$ cat src/rtl/noc_pkg.sv
// Shared NoC definitions: flit-type codes, type-field width, VC defaults, error bits
// and the per-VC packet framing step.
package noc_pkg;

  typedef logic [1:0] ftype_t;

  localparam ftype_t FLIT_HEAD     = 2'b10;
  localparam ftype_t FLIT_BODY     = 2'b00;
  localparam ftype_t FLIT_TAIL     = 2'b01;
  localparam ftype_t FLIT_HEADTAIL = 2'b11;

  // The type field occupies the top FTYPE_W bits of every flit.
  localparam int FTYPE_W  = 2;
  localparam int NVC_DEF  = 2;
  localparam int VCHW_DEF = 0;

  localparam int ERR_OVF = 0;
  localparam int ERR_FRM = 1;

  localparam logic [0:0] ST_IDLE = 1'b0;
  localparam logic [0:0] ST_PKT  = 1'b1;

  // Returns {framing_error, next_state}; on a misplaced head the new flit starts the state.
  function automatic logic [1:0] frame_step(input logic [0:0] st, input ftype_t ft);
    logic       err;
    logic [0:0] nxt;
    err = 1'b0;
    nxt = st;
    case (ft)
      FLIT_HEAD: begin
        err = (st == ST_PKT);
        nxt = ST_PKT;
      end
      FLIT_HEADTAIL: begin
        err = (st == ST_PKT);
        nxt = ST_IDLE;
      end
      FLIT_BODY: err = (st == ST_IDLE);
      default: begin
        err = (st == ST_IDLE);
        nxt = ST_IDLE;
      end
    endcase
    return {err, nxt};
  endfunction

endpackage

$ cat src/rtl/vc_fifo.sv
// Single-VC flit FIFO, show-ahead read (rdata is 0 when empty), 1-cycle write-to-read.
// Writes while full and reads while empty are ignored.
module vc_fifo #(
  parameter int DATAW = 63,
  parameter int DEPTH = 4
) (
  input  logic                    clk,
  input  logic                    rst,
  input  logic                    wr,
  input  logic [DATAW:0]          wdata,
  input  logic                    rd,
  output logic [DATAW:0]          rdata,
  output logic                    empty,
  output logic                    full,
  output logic [$clog2(DEPTH):0]  count
);

  localparam int AW = $clog2(DEPTH);

  logic [DATAW:0] r_mem [DEPTH];
  logic [AW-1:0]  r_wptr;
  logic [AW-1:0]  r_rptr;
  logic [AW:0]    r_count;
  logic           w_push;
  logic           w_pop;

  assign w_push = wr && !full;
  assign w_pop  = rd && !empty;
  assign empty  = (r_count == '0);
  assign full   = (r_count == (AW+1)'(DEPTH));
  assign count  = r_count;
  assign rdata  = empty ? '0 : r_mem[r_rptr];

  always_ff @(posedge clk or posedge rst) begin
    if (rst) begin
      r_wptr  <= '0;
      r_rptr  <= '0;
      r_count <= '0;
    end else begin
      if (w_push) r_wptr <= r_wptr + 1'b1;
      if (w_pop)  r_rptr <= r_rptr + 1'b1;
      case ({w_push, w_pop})
        2'b10:   r_count <= r_count + 1'b1;
        2'b01:   r_count <= r_count - 1'b1;
        default: r_count <= r_count;
      endcase
    end
  end

  // Storage needs no reset: the read port is masked while the FIFO is empty.
  always_ff @(posedge clk) begin
    if (w_push) r_mem[r_wptr] <= wdata;
  end

endmodule

$ cat src/rtl/local_vc_ibuf.sv
// Local-port input buffer: per-VC FIFOs with framing check, 1-cycle write-to-read, show-ahead heads.
// ordy[v] comes from registered count only; a flit to a non-ready VC is dropped and flagged.
module local_vc_ibuf
  import noc_pkg::*;
#(
  parameter int DATAW = 63,
  parameter int NVC   = NVC_DEF,
  parameter int VCHW  = VCHW_DEF,
  parameter int DEPTH = 4
) (
  input  logic                      clk,
  input  logic                      rst_,
  input  logic [DATAW:0]            idata,
  input  logic                      ivalid,
  input  logic [VCHW:0]             ivch,
  output logic [NVC-1:0]            ordy,
  output logic [NVC*(DATAW+1)-1:0]  odata,
  output logic [NVC-1:0]            ovalid,
  input  logic [NVC-1:0]            ideq,
  output logic [NVC-1:0]            obusy,
  output logic [1:0]                oerr
);

  localparam int CW = $clog2(DEPTH) + 1;

  ftype_t         w_ftype;
  logic [NVC-1:0] w_wr;
  logic [NVC-1:0] w_full;
  logic [NVC-1:0] w_empty;
  logic [NVC-1:0] w_frm_err;
  logic [CW-1:0]  w_cnt [NVC];
  logic           w_ovf;
  logic [1:0]     r_err;

  assign w_ftype = idata[DATAW -: FTYPE_W];

  for (genvar v = 0; v < NVC; v++) begin : g_vc
    logic [0:0] r_state;
    logic [1:0] w_step;

    // An out-of-range ivch matches no VC, so it falls through to the overflow path.
    assign w_wr[v] = ivalid && (ivch == (VCHW+1)'(v)) && !w_full[v];

    vc_fifo #(
      .DATAW (DATAW),
      .DEPTH (DEPTH)
    ) u_fifo (
      .clk   (clk),
      .rst   (rst_),
      .wr    (w_wr[v]),
      .wdata (idata),
      .rd    (ideq[v]),
      .rdata (odata[v*(DATAW+1) +: DATAW+1]),
      .empty (w_empty[v]),
      .full  (w_full[v]),
      .count (w_cnt[v])
    );

    assign ordy[v]   = !rst_ && (w_cnt[v] != CW'(DEPTH));
    assign ovalid[v] = !w_empty[v];

    assign w_step       = frame_step(r_state, w_ftype);
    assign w_frm_err[v] = w_wr[v] && w_step[1];
    assign obusy[v]     = (r_state == ST_PKT);

    always_ff @(posedge clk or posedge rst_) begin
      if (rst_)         r_state <= ST_IDLE;
      else if (w_wr[v]) r_state <= w_step[0];
    end
  end

  assign w_ovf = ivalid && !(|w_wr);

  always_ff @(posedge clk or posedge rst_) begin
    if (rst_) begin
      r_err <= '0;
    end else begin
      if (w_ovf)      r_err[ERR_OVF] <= 1'b1;
      if (|w_frm_err) r_err[ERR_FRM] <= 1'b1;
    end
  end

  assign oerr = r_err;

endmodule

$ cat config.mk
export PLATFORM = sky130hd
export DESIGN_NAME = local_vc_ibuf
export DESIGN_NICKNAME = d
export VERILOG_FILES = /design/src/rtl/noc_pkg.sv /design/src/rtl/vc_fifo.sv /design/src/rtl/local_vc_ibuf.sv
export SDC_FILE = /design/constraint.sdc
export NUM_CORES = 1
export LEC_CHECK = 0
export ABC_AREA = 0
export CORE_ASPECT_RATIO = 1.75
export CORE_MARGIN = 2
export CORE_UTILIZATION = 47
export DETAILED_ROUTE_END_ITERATION = 12
export MAX_ROUTING_LAYER = met4
export PLACE_DENSITY = 0.68
export SYNTH_ARGS = -nofsm -noshare
export SYNTH_HDL_FRONTEND = slang
export SYNTH_SLANG_ARGS = --single-unit
$ cat constraint.sdc
create_clock -name clk -period 8.3 [get_ports clk]
set_input_delay 1.66 -clock clk [delete_from_list [all_inputs] [get_ports clk]]
set_output_delay 1.66 -clock clk [all_outputs]
set_load 0.03 [all_outputs]
=== After elaboration in Yosys (flattened, before gate mapping) ===
Memory sizes are Yosys's and may differ from the RTL's.
Cells that the tools add are included.

* Output and inout bits: 136
* Word-level logic and storage cells: 74
* Input bits: 70
* Memories kept: 2
* Latch bits: 0
* RAM bits: 512
* ROM bits: 0
* Register bits: 18

* Shifts and indexed selects: 0
* Equal/unequal tests: 10
* Div/mod/pow operators: 0
* Bitwise operators: 4
* $add $sub $neg: 8
* Reduce and logical (&&, ||, !) cells: 29
* Order comparisons: 0
* Multiply operators: 0
* Mux-type cells: 11

{| class="wikitable"
|+ Memories
! memory !! words !! bits a word !! read ports !! clocked after Yosys merged registers in !! write ports !! RTL line !! text
|-
| g_vc[0].u_fifo.r_mem || 4 || 64 || 1 || 0 || 1 || vc_fifo.sv:20 || <nowiki>logic [DATAW:0] r_mem [DEPTH];</nowiki>
|-
| g_vc[1].u_fifo.r_mem || 4 || 64 || 1 || 0 || 1 || vc_fifo.sv:20 ||
|}

{| class="wikitable"
|+ Operators with widths
! operator !! number
|-
| 64-bit 2-to-1 mux || 2
|-
| 1-bit logical AND || 13
|-
| 3-bit case mux with 2 select lines || 2
|-
| 2-bit by 1-bit adder with 2-bit output, second input constant || 4
|-
| 2-bit equality test, second input constant || 4
|-
| 3-bit by 1-bit adder with 3-bit output, second input constant || 2
|-
| 3-bit equality test, second input constant || 2
|-
| 1-bit logical NOT || 6
|-
| 3-bit logical NOT || 2
|-
| 1-bit 2-to-1 mux || 6
|-
| 3-bit != test, second input constant || 2
|-
| 2-bit OR reduction || 3
|-
| 3-bit by 1-bit subtractor with 3-bit output, second input constant || 2
|-
| 2-bit by 1-bit equality test with 1-bit output, second input constant || 2
|-
| 1-bit NOT || 4
|-
| 2-bit AND reduction || 2
|-
| 2-bit nonzero test || 2
|-
| 2-bit logical NOT || 1
|-
| 1-bit case mux with 2 select lines || 1
|}

=== Logic depth before layout (Yosys ltp) ===
Gate-level depths: netlist of run 1.

* Depth after elaboration: 6
* Depth in mapped cells: 9

=== Modules after synthesis ===
A second synthesis of run 1 with hierarchy kept.

* Cells, all modules: 917
* Area total of the unflattened synthesis: 20400.8 sq um

{| class="wikitable"
|+ Modules (own cells, without submodules)
! module !! area each (sq um) !! times used !! seq. area each (sq um) !! cells an instance
|-
| vc_fifo || 10077.2 || 2 || 7862.5 || 444
|-
| local_vc_ibuf || 246.5 || 1 || 100.1 || 29
|}

=== Worst setup path before layout of run 1 ===
No wires, ideal clock.

* Kind: input to register
* From: input ivalid
* To: memory g_vc[1].u_fifo.r_mem[0][0] in the netlist's numbering, enable pin
* Required time: 7.871 ns
* Setup slack: 4.276 ns
* Library setup time: 0.429 ns
* Cell stages on the path: 3
* Arrival time: 3.595 ns
* Buffers on the path: 0
* Cell sequence: nand2_1 > nor2_1 > and2_1

* Longest elaborated chain between the ends: 5

{| class="wikitable"
|+ Ends and longest elaborated chain
! element !! RTL line !! text
|-
| start, declared || local_vc_ibuf.sv:14 || <nowiki>input logic ivalid,</nowiki>
|-
| 1-bit logical AND (2 in series) || local_vc_ibuf.sv:42 || <nowiki>assign w_wr[v] = ivalid && (ivch == (VCHW+1)'(v)) && !w_full[v];</nowiki>
|-
| 1-bit logical AND || vc_fifo.sv:27 || <nowiki>assign w_push = wr && !full;</nowiki>
|-
| 1-bit 2-to-1 mux || vc_fifo.sv:52 || <nowiki>if (w_push) r_mem[r_wptr] <= wdata;</nowiki>
|-
| 1-bit 2-to-1 mux (implied by the code) || vc_fifo.sv:52 ||
|-
| end, declared || vc_fifo.sv:20 ||
|}

Every way passes these cells.

=== Worst setup path in the final report of run 1 ===
* From: register g_vc[0].u_fifo.r_rptr[0]
* To: output odata[33]

* Longest elaborated chain between the ends: 2

{| class="wikitable"
|+ Ends and longest elaborated chain
! element !! RTL line !! text
|-
| start, declared || vc_fifo.sv:22 || <nowiki>logic [AW-1:0] r_rptr;</nowiki>
|-
| start signal, assigned || vc_fifo.sv:41 || <nowiki>if (w_pop) r_rptr <= r_rptr + 1'b1;</nowiki>
|-
| memory read 4 x 64 bit || n/a ||
|-
| 64-bit 2-to-1 mux || vc_fifo.sv:32 || <nowiki>assign rdata = empty ? '0 : r_mem[r_rptr];</nowiki>
|-
| end, declared || local_vc_ibuf.sv:17 || <nowiki>output logic [NVC*(DATAW+1)-1:0] odata,</nowiki>
|}

Every way passes these cells.

==> flow_metrics.py, run 1 <==
metrics = {
    "global_routing": {
        "grt_max_degree": 68,
        "grt_overflow": 0,
        "grt_pass1_wl_mm": 64.2,
        "grt_pass1_vias": 10326,
        "grt_use_total_pct": 20.0,
        "grt_antenna_before_repair": 4,
    },
    "critical_path": {
        "path_class": "reg -> out",
        "arrival_ns": 3.64,
        "critPathCaptureType": "output pin",
        "endpoint": "odata[33]",
        "reg2regPathDepth": 9,
        "timing.rr.start": "g_vc[1].u_fifo.count[0]$_DFFE_PP0P_",
        "start_kind": "flip-flop",
        "path_max_fanout": 36,
        "rrSetupSlack_ns": 5.69,
        "crit_required_ns": 6.64,
        "critPathLaunch": "g_vc[0].u_fifo.r_rptr[0]$_DFFE_PP0P_",
        "r2r-end": "g_vc[1].u_fifo.count[2]$_DFFE_PP0P_",
    },
    "yosys": {
        "synth_area_leaders": "edfxtp_1, mux4_2, and2_1",
        "synth_xor_area_share_pct": 0.516,
        "synth_commonest_cells": "edfxtp_1, and2_1, mux4_2",
        "synth_seq_cells": 530,
        "synth_compound_area_share_pct": 0.203,
        "synth_async_sr_flop_share_pct": 3.40,
        "synth_top_family_by_area": "multiplexers",
        "synth_cell_types": 34,
        "syn_nets": 992,
        "muxShareOfSynthArea_pct": 14.4,
        "syn_inst": 910,
        "synth_edf_count": 512,
        "yosysTopAreaCellShare_pct": 75.4,
        "synthSimpleGateAreaFrac_pct": 4.88,
        "synth_fa_ha_area_share_pct": 0.810,
        "avgSynthCellArea_um2": 22.4,
        "yosysMostFrequentCell": "edfxtp_1",
        "yosysTopAreaCell": "edfxtp_1",
        "ys_seq_area_share_pct": 77.6,
        "netlist_area_um2": 20400,
        "synth_flop_cell": "edfxtp_1",
        "ys_warn_count": 0,
    },
    "min_path": {
        "hold_path.class": "reg -> reg",
    },
    "timing": {
        "worst_slack_ns": 3.00,
        "period_needed_ns": 5.30,
        "layout_worst_path_cycle_share_pct": 63.8,
        "fin_tns_setup_ns": 0,
        "tightest_slew_ns": 1.14,
        "final-setup-viol-count": 0,
        "fmax_ghz": 0.189,
        "finalHoldViolCount": 0,
        "final_max_slew_viol_count": 0,
        "rsz0062_at_grt": "no",
        "slew_headroom_pct": 23.9,
        "clock-skew-final_ns": 0.0173,
    },
    "clock_tree": {
        "postCtsHoldBufs": 0,
        "cts_htree_levels": 2,
        "clockBufferDepth": 3,
        "cts_tree": "built",
        "post_cts_buffers": 0,
        "post_cts_resized": 0,
        "clk_pin_slew_ns": 0.06,
        "cts.sinks": 530,
        "cts_buffers": 45,
        "root_buffer": "clkbuf_16",
        "clk_latency_ns": 0.56,
    },
    "placement": {
        "io_buffers": 205,
        "dp_hpwl_mm": 24.2,
        "post-place-ws_ns": 3.47,
        "gp_congestion": 0.736,
        "postPlaceCellArea_um2": 23000,
    },
    "detailed_routing": {
        "wl_mm": 43.3,
        "dr_total_vias": 9539,
        "ant_nets": 0,
        "avgViaCountPerCell": 5.51,
        "wire_per_inst_um": 25.0,
        "dr.pass1.iters": 5,
        "drt_first_iter_violations": 532,
        "drc": 0,
    },
    "die": {
        "dieHeight_um": 279,
        "dieArea_um2": 45100,
        "ios": 206,
        "start_util_pct": 47.3,
        "die_w_um": 161,
        "fp.coreArea_um2": 43100,
        "rows": 101,
    },
    "pwr": {
        "power_mw": 9.42,
        "power.leakage_nw": 7.85,
        "ir_drop_mv": 0.273,
        "power_density_nw_per_um2": 384,
    },
    "final_layout": {
        "final.fill_count": 3172,
        "regArea_um2": 15800,
        "drive_gt1_share_pct": 19.1,
        "areaGrowthSynthToFinish_pct": 20.4,
        "multi_input_area_um2": 4260,
        "design_area_um2": 24500,
        "nets": 1208,
        "utilization_pct": 56.9,
    },
    "job": {
        "drv_cap": 0,
    },
    "status": {
        "status": "complete, no violations",
    },
}
## placed cells by master (no fill, tap or decap), types with 2 or more instances in the layout
cell type	n
edfxtp_1	512
clkdlybuf4s50_1	205
and2_1	130
mux4_2	128
clkbuf_16	47
dfrtp_1	14
inv_1	13
clkinv_1	11
ha_1	10
bufinv_16	8
buf_4	8
nor2_1	6
xor2_1	6
xnor2_1	6
clkbuf_1	6
clkinv_2	5
diode_2	4
and3_4	4
and2_4	4
dfrtp_4	4
nand2_1	3
clkinvlp_4	3
mux2_2	2
or3_2	2
mux2i_1	2
or3b_2	2
nand3_1	2
a21oi_1	2
fa_1	2
## area by class of cell
| type | instances | share of cell area, % |
|---|---|---|
| Sequential cell | 530 | 64.6 |
| Multi-Input combinational cell | 323 | 17.4 |
| Timing Repair Buffer | 213 | 8.61 |
| Clock buffer | 53 | 4.89 |
| Tap cell | 566 | 2.89 |
| Clock inverter | 29 | 1.44 |
| Inverter | 13 | 0.199 |
| Antenna cell | 4 | 0.0408 |
## through the flow
| step | hold WS [ns] | instances |
|---|---|---|
| floorplan | 0.459 | 910 |
| global placement | 0.466 | 1645 |
| detailed placement | 0.464 | 1645 |
| CTS | 0.479 | 1727 |
| global route | 0.499 | 1731 |
| finish | 0.474 | 1731 |
## sequential cells by signal, summed over array words and instances, names as in the netlist
register            count
oerr                    2
g_vc.u_fifo.r_mem     512
g_vc.u_fifo.r_rptr      4
g_vc.u_fifo.r_wptr      4
g_vc.u_fifo.count       6
g_vc.r_state            2
## worst min path at each step
| stage | cells past startpoint | start | to |
|---|---|---|---|
| after CTS | 1 | oerr[1]$_DFFE_PP0P_ | oerr[1]$_DFFE_PP0P_ |
| after floorplan | 1 | g_vc[1].u_fifo.count[2]$_DFFE_PP0P_ | g_vc[1].u_fifo.count[2]$_DFFE_PP0P_ |
| after global routing | 1 | oerr[1]$_DFFE_PP0P_ | oerr[1]$_DFFE_PP0P_ |
| final | 1 | oerr[1]$_DFFE_PP0P_ | oerr[1]$_DFFE_PP0P_ |
| after global placement | 1 | oerr[1]$_DFFE_PP0P_ | oerr[1]$_DFFE_PP0P_ |
| after detailed placement | 1 | oerr[1]$_DFFE_PP0P_ | oerr[1]$_DFFE_PP0P_ |
## per-layer routing
layer	vias up	wire length, um	global-route usage, %
li1	4104	-	-
met2	257	24100	35.9
met1	5107	16200	23.3
met5	-	0	-
met4	0	1330	6.89
met3	71	1690	2.32
## critical path: stages, from the launching register on
cell and delay, ns:
dfrtp_4 0.97, buf_4 0.68, mux4_2 0.58, and2_1 0.21, clkdlybuf4s50_1 0.60
## report_power, final
group	internal (mW)	total, mW	switching (mW)
combinational	1.67	3.59	1.91
clock	1.29	2.21	0.927
sequential	3.27	3.62	0.355
## cell families (layout without fill, tap and decap cells)
logic type	after synthesis	in the layout
flip-flops	530	530
AND/OR/NAND/NOR	161	161
multiplexers	132	132
buffers and inverters	57	308
adder cells (fa/ha/maj)	12	12
XOR/XNOR	12	12
AO/OA/AOI/OAI	6	6
other	0	4
(Power assumes the default switching activity.)
==> run 2, diff against run 1 <==
Settings changed: PLACE_DENSITY 0.68 to 0.71.
Clock period 8.3 ns to 4.7 ns, I/O delays scaled along.
==> flow_metrics.py, run 2 (same netlist as run 1, synthesis figures left out) <==
metrics = {
    "status": {
        "status": "complete, no violations",
    },
    "final_layout": {
        "layout.cells.most_common": "edfxtp_1",
        "drive_gt1_share_pct": 19.0,
        "largest_reg_flops": 512,
        "largest_register": "g_vc.u_fifo.r_mem",
        "final_cell_mix": "edfxtp_1, clkdlybuf4s50_1, and2_1, mux4_2, clkbuf_16",
        "areaGrowthSynthToFinish_pct": 19.4,
        "nets": 1214,
    },
    "detailed_routing": {
        "wl_mm": 42.0,
        "avgViaCountPerCell": 5.45,
        "drc": 0,
        "wire_per_inst_um": 24.3,
        "dr.pass1.iters": 5,
        "dr_total_vias": 9420,
        "drt_first_iter_violations": 688,
        "ant_nets": 0,
    },
    "min_path": {
        "hold_path_depth": 1,
        "hold_end": "oerr[1]$_DFFE_PP0P_",
        "hold_path.class": "reg -> reg",
        "hold_start": "oerr[1]$_DFFE_PP0P_",
    },
    "global_routing": {
        "busiest_layer": "met2",
        "grt_use_met2_pct": 35.1,
        "grt_overflow": 0,
        "grt_use_total_pct": 19.5,
        "grt_max_degree": 68,
        "grt_pass1_vias": 10198,
        "grt_pass1_wl_mm": 62.9,
        "grt_antenna_before_repair": 3,
        "globalRouteMet1Util_pct": 22.6,
        "grt_use_met3_pct": 2.69,
    },
    "clock_tree": {
        "cts_tree": "built",
        "postCtsHoldBufs": 0,
        "cts_htree_levels": 2,
        "post_cts_buffers": 0,
        "clk_pin_slew_ns": 0.06,
        "clockBufferDepth": 3,
        "root_buffer": "clkbuf_16",
        "cts.sinks": 530,
        "post_cts_resized": 0,
        "clk_latency_ns": 0.54,
        "cts_buffers": 44,
    },
    "timing": {
        "worst_slack_ns": 0.649,
        "period_needed_ns": 4.05,
        "tightest_slew_ns": 1.24,
        "clock-skew-final_ns": 0.0136,
        "slew_headroom_pct": 17.3,
        "finalHoldViolCount": 0,
        "final_max_slew_viol_count": 0,
        "fmax_ghz": 0.247,
        "final-setup-viol-count": 0,
        "fin_tns_setup_ns": 0,
        "rsz0062_at_grt": "no",
        "layout_worst_path_cycle_share_pct": 86.2,
    },
    "critical_path": {
        "crit_family": "simple AND/OR/NAND/NOR gates",
        "r2r-end": "g_vc[1].u_fifo.count[2]$_DFFE_PP0P_",
        "rrSetupSlack_ns": 1.88,
        "critPathCaptureType": "output pin",
        "arrival_ns": 3.11,
        "crit_required_ns": 3.76,
        "start_kind": "flip-flop",
        "cp_slowest_cell": "or3_2",
        "timing.rr.start": "g_vc[1].u_fifo.count[0]$_DFFE_PP0P_",
        "reg2regPathDepth": 8,
        "cpPeakStageDelay_ns": 0.87,
        "path_max_fanout": 42,
        "worstPathCellList": "or3_2 -> buf_4 -> and2_1 -> clkdlybuf4s50_1",
        "path_class": "reg -> out",
        "worst-path-buf-inv": 2,
    },
    "pwr": {
        "switching_share_pct": 34.5,
        "power.leakage_nw": 7.77,
        "p_clk_share_pct": 20.6,
        "ir_drop_mv": 0.516,
        "seqPwrFrac_pct": 38.8,
        "power_density_nw_per_um2": 663,
        "p_int_mw": 10.6,
        "p_sw_mw": 5.56,
        "power_frac_comb_pct": 40.5,
    },
    "die": {
        "rows": 101,
        "dieHeight_um": 279,
        "die_w_um": 161,
        "ios": 206,
        "start_util_pct": 47.3,
        "fp.coreArea_um2": 43100,
        "dieArea_um2": 45100,
    },
    "placement": {
        "post-place-ws_ns": 1.16,
        "dp_hpwl_mm": 24.7,
        "io_buffers": 205,
        "gp_congestion": 0.748,
    },
    "job": {
        "drv_cap": 0,
    },
}
## run 2: cell types whose count changed in the layout (fill, tap and decap cells not counted), moves of 5 or more
cell / before / now
clkinv_1: 11 / 5
buf_4: 8 / 13
bufinv_16: 8 / 0
clkbuf_1: 6 / 12
## run 2: layout make-up
| type | count | area (um^2) |
|---|---|---|
| fillers | 3213 | 18800 |
| flip-flops and latches | 530 | 15800 |
| multi-input cells | 323 | 4260 |
| repair buffers | 220 | 2190 |
| clock buffers | 59 | 1200 |
| well taps | 566 | 708 |
| clock inverters | 14 | 78.8 |
| inverters | 13 | 48.8 |
| diodes | 2 | 5.00 |
## run 2: power groups by stage
stage | combinational, mW | clock (mW) | sequential (mW)
2_1_floorplan | 4.39 | 0 | 5.99
3_3_place_gp | 6.61 | 0 | 6.34
3_5_place_dp | 6.64 | 0 | 6.39
4_1_cts | 6.67 | 3.40 | 6.29
5_1_grt | 6.89 | 3.55 | 6.35
6_report | 6.54 | 3.33 | 6.26
## run 2: layer usage
metal	part of all wire [%]	vias to the layer above
li1	-	4097
met1	37	5002
met3	4.3	62
met4	3.0	0
met5	0	-
met2	56	259
## run 2: metrics by stage
step	hold WS (ns)	cell area (um^2)	utilization [%]	power, mW	instances
CTS	0.487	24300	56.5	16.4	1725
global route	0.511	24300	56.5	16.8	1727
detailed placement	0.459	23100	53.5	13.0	1652
floorplan	0.459	20400	-	10.4	910
global placement	0.472	23100	53.5	12.9	1652
finish	0.493	24300	56.5	16.1	1727
## run 2: worst max-delay path by stage
| stage | startpoint | endpoint | slack, ns | depth (start not counted) |
|---|---|---|---|---|
| 5_1_grt | g_vc[1].u_fifo.r_rptr[0]$_DFFE_PP0P_ | odata[118] | 0.47 | 4 |
| 3_5_place_dp | g_vc[1].u_fifo.r_rptr[0]$_DFFE_PP0P_ | odata[126] | 1.16 | 4 |
| 6_report | g_vc[0].u_fifo.count[0]$_DFFE_PP0P_ | odata[7] | 0.65 | 4 |
| 4_1_cts | g_vc[1].u_fifo.r_rptr[0]$_DFFE_PP0P_ | odata[126] | 0.56 | 4 |
| 3_3_place_gp | g_vc[0].u_fifo.count[0]$_DFFE_PP0P_ | odata[46] | 1.17 | 4 |
| 2_1_floorplan | ivalid | g_vc[1].u_fifo.r_mem[0][0]$_DFFE_PP_ | 1.40 | 3 |
==> run 3, diff against run 2 <==
Settings changed: CORE_ASPECT_RATIO 1.75 to 1.5.
==> flow_metrics.py, run 3 (same netlist as run 1, synthesis figures left out) <==
metrics = {
    "critical_path": {
        "arrival_ns": 3.21,
        "cp_slowest_cell": "dfrtp_4",
        "start_kind": "flip-flop",
        "critPathLaunch": "g_vc[1].u_fifo.r_rptr[0]$_DFFE_PP0P_",
        "crit_required_ns": 3.76,
        "critPathCaptureType": "output pin",
        "path_class": "reg -> out",
        "cpPeakStageDelay_ns": 0.88,
        "worstPathCellList": "buf_4 -> mux4_2 -> and2_1 -> clkdlybuf4s50_1",
        "path_max_fanout": 32,
        "worst-path-buf-inv": 2,
        "crit_family": "buffers and inverters",
        "timing.rr.start": "g_vc[0].u_fifo.count[0]$_DFFE_PP0P_",
    },
    "timing": {
        "worst_slack_ns": 0.553,
        "slew_headroom_pct": 24.0,
        "tightest_slew_ns": 1.14,
        "final-setup-viol-count": 0,
        "hold_ws_ns": 0.490,
        "clock-skew-final_ns": 0.0173,
        "finalHoldViolCount": 0,
        "fin_tns_setup_ns": 0,
        "fmax_ghz": 0.241,
        "period_needed_ns": 4.15,
        "rsz0062_at_grt": "no",
        "layout_worst_path_cycle_share_pct": 88.2,
        "final_max_slew_viol_count": 0,
    },
    "clock_tree": {
        "post_cts_buffers": 0,
        "cts_htree_levels": 2,
        "cts_tree": "built",
        "cts.sinks": 530,
        "clockBufferDepth": 3,
        "cts_buffers": 46,
        "postCtsHoldBufs": 0,
        "root_buffer": "clkbuf_16",
        "post_cts_resized": 0,
        "clk_latency_ns": 0.57,
        "clk_pin_slew_ns": 0.07,
    },
    "final_layout": {
        "largest_reg_flops": 512,
        "largest_register": "g_vc.u_fifo.r_mem",
        "layout.cells.most_common": "edfxtp_1",
        "areaGrowthSynthToFinish_pct": 20.3,
        "nets": 1215,
        "design_area_um2": 24500,
        "drive_gt1_share_pct": 18.9,
        "final_cell_mix": "edfxtp_1, clkdlybuf4s50_1, and2_1, mux4_2, clkbuf_16",
        "instances_no_fill": 1739,
        "final.fill_count": 3261,
    },
    "min_path": {
        "hold_start": "oerr[1]$_DFFE_PP0P_",
        "hold_path.class": "reg -> reg",
    },
    "pwr": {
        "switching_share_pct": 34.1,
        "p_sw_mw": 5.60,
        "power_density_nw_per_um2": 671,
        "p_clk_share_pct": 22.2,
        "power.leakage_nw": 7.85,
        "ir_drop_mv": 0.375,
        "power_frac_comb_pct": 39.9,
        "seqPwrFrac_pct": 37.8,
        "p_int_mw": 10.8,
    },
    "die": {
        "fp.coreArea_um2": 42800,
        "start_util_pct": 47.6,
        "die_w_um": 174,
        "rows": 93,
        "dieHeight_um": 259,
        "dieArea_um2": 45100,
        "ios": 206,
    },
    "global_routing": {
        "grt_pass1_vias": 10325,
        "grt_use_total_pct": 19.5,
        "grt_antenna_before_repair": 3,
        "grt_pass1_wl_mm": 63.3,
        "grt_overflow": 0,
        "grt_max_degree": 66,
    },
    "detailed_routing": {
        "avgViaCountPerCell": 5.41,
        "wl_mm": 41.7,
        "wl_met2_mm": 22.5,
        "wire_per_inst_um": 24.0,
        "dr.pass1.iters": 4,
        "wl_met3_mm": 1.57,
        "route.layer.met1.wl_mm": 16.0,
        "drc": 0,
        "ant_nets": 0,
        "dr_total_vias": 9401,
        "drt_first_iter_violations": 657,
        "route.top_layer_used": "met4",
    },
    "placement": {
        "post-place-ws_ns": 1.03,
        "postPlaceCellArea_um2": 23100,
        "dp_hpwl_mm": 24.2,
        "post-place-cells": 1655,
        "io_buffers": 205,
        "gp_congestion": 0.739,
    },
    "status": {
        "status": "complete, no violations",
    },
    "job": {
        "drv_cap": 0,
    },
}
-- run 3: layout make-up --
cell class / instances / area (um^2) / share of cell area, %
flip-flops and latches: 530 / 15800 / 64.6
repair buffers: 219 / 2210 / 9.00
diodes: 3 / 7.51 / 0.0306
clock buffers: 60 / 1200 / 4.91
well taps: 570 / 713 / 2.91
multi-input cells: 323 / 4260 / 17.4
inverters: 13 / 48.8 / 0.199
clock inverters: 21 / 236 / 0.964
-- run 3: power groups by stage --
| stage | Combinational, mW | Sequential, mW | Clock [mW] |
|---|---|---|---|
| 2_1_floorplan | 4.39 | 5.99 | 0 |
| 3_3_place_gp | 6.63 | 6.32 | 0 |
| 3_5_place_dp | 6.66 | 6.35 | 0 |
| 4_1_cts | 6.69 | 6.26 | 3.74 |
| 5_1_grt | 6.92 | 6.30 | 3.91 |
| 6_report | 6.57 | 6.22 | 3.66 |
-- run 3: worst paths after layout --
| check | to | slack [ns] | cells past startpoint |
|---|---|---|---|
| min reg2reg | oerr[1]$_DFFE_PP0P_ | 0.49 | 1 |
| min in group asynchronous | oerr[1]$_DFFE_PP0P_ | 0.86 | 2 |
| max | odata[87] | 0.55 | 4 |
| max in group asynchronous | g_vc[1].u_fifo.r_rptr[1]$_DFFE_PP0P_ | 3.28 | 2 |
| max reg2reg | g_vc[0].u_fifo.count[2]$_DFFE_PP0P_ | 1.76 | 9 |
| min | oerr[1]$_DFFE_PP0P_ | 0.49 | 1 |
-- run 3: metal layers --
metal  GRT usage [%]  up-vias
li1                -     4122
met1            22.4     4990
met2            34.5      220
met3            2.91       69
met4            7.45        0
met5               -        -
-- run 3: through the flow --
stage | utilization [%] | total power [mW]
2_1_floorplan | - | 10.4
3_3_place_gp | 53.9 | 13.0
3_5_place_dp | 53.9 | 13.0
4_1_cts | 57.2 | 16.7
5_1_grt | 57.3 | 17.1
6_report | 57.3 | 16.5
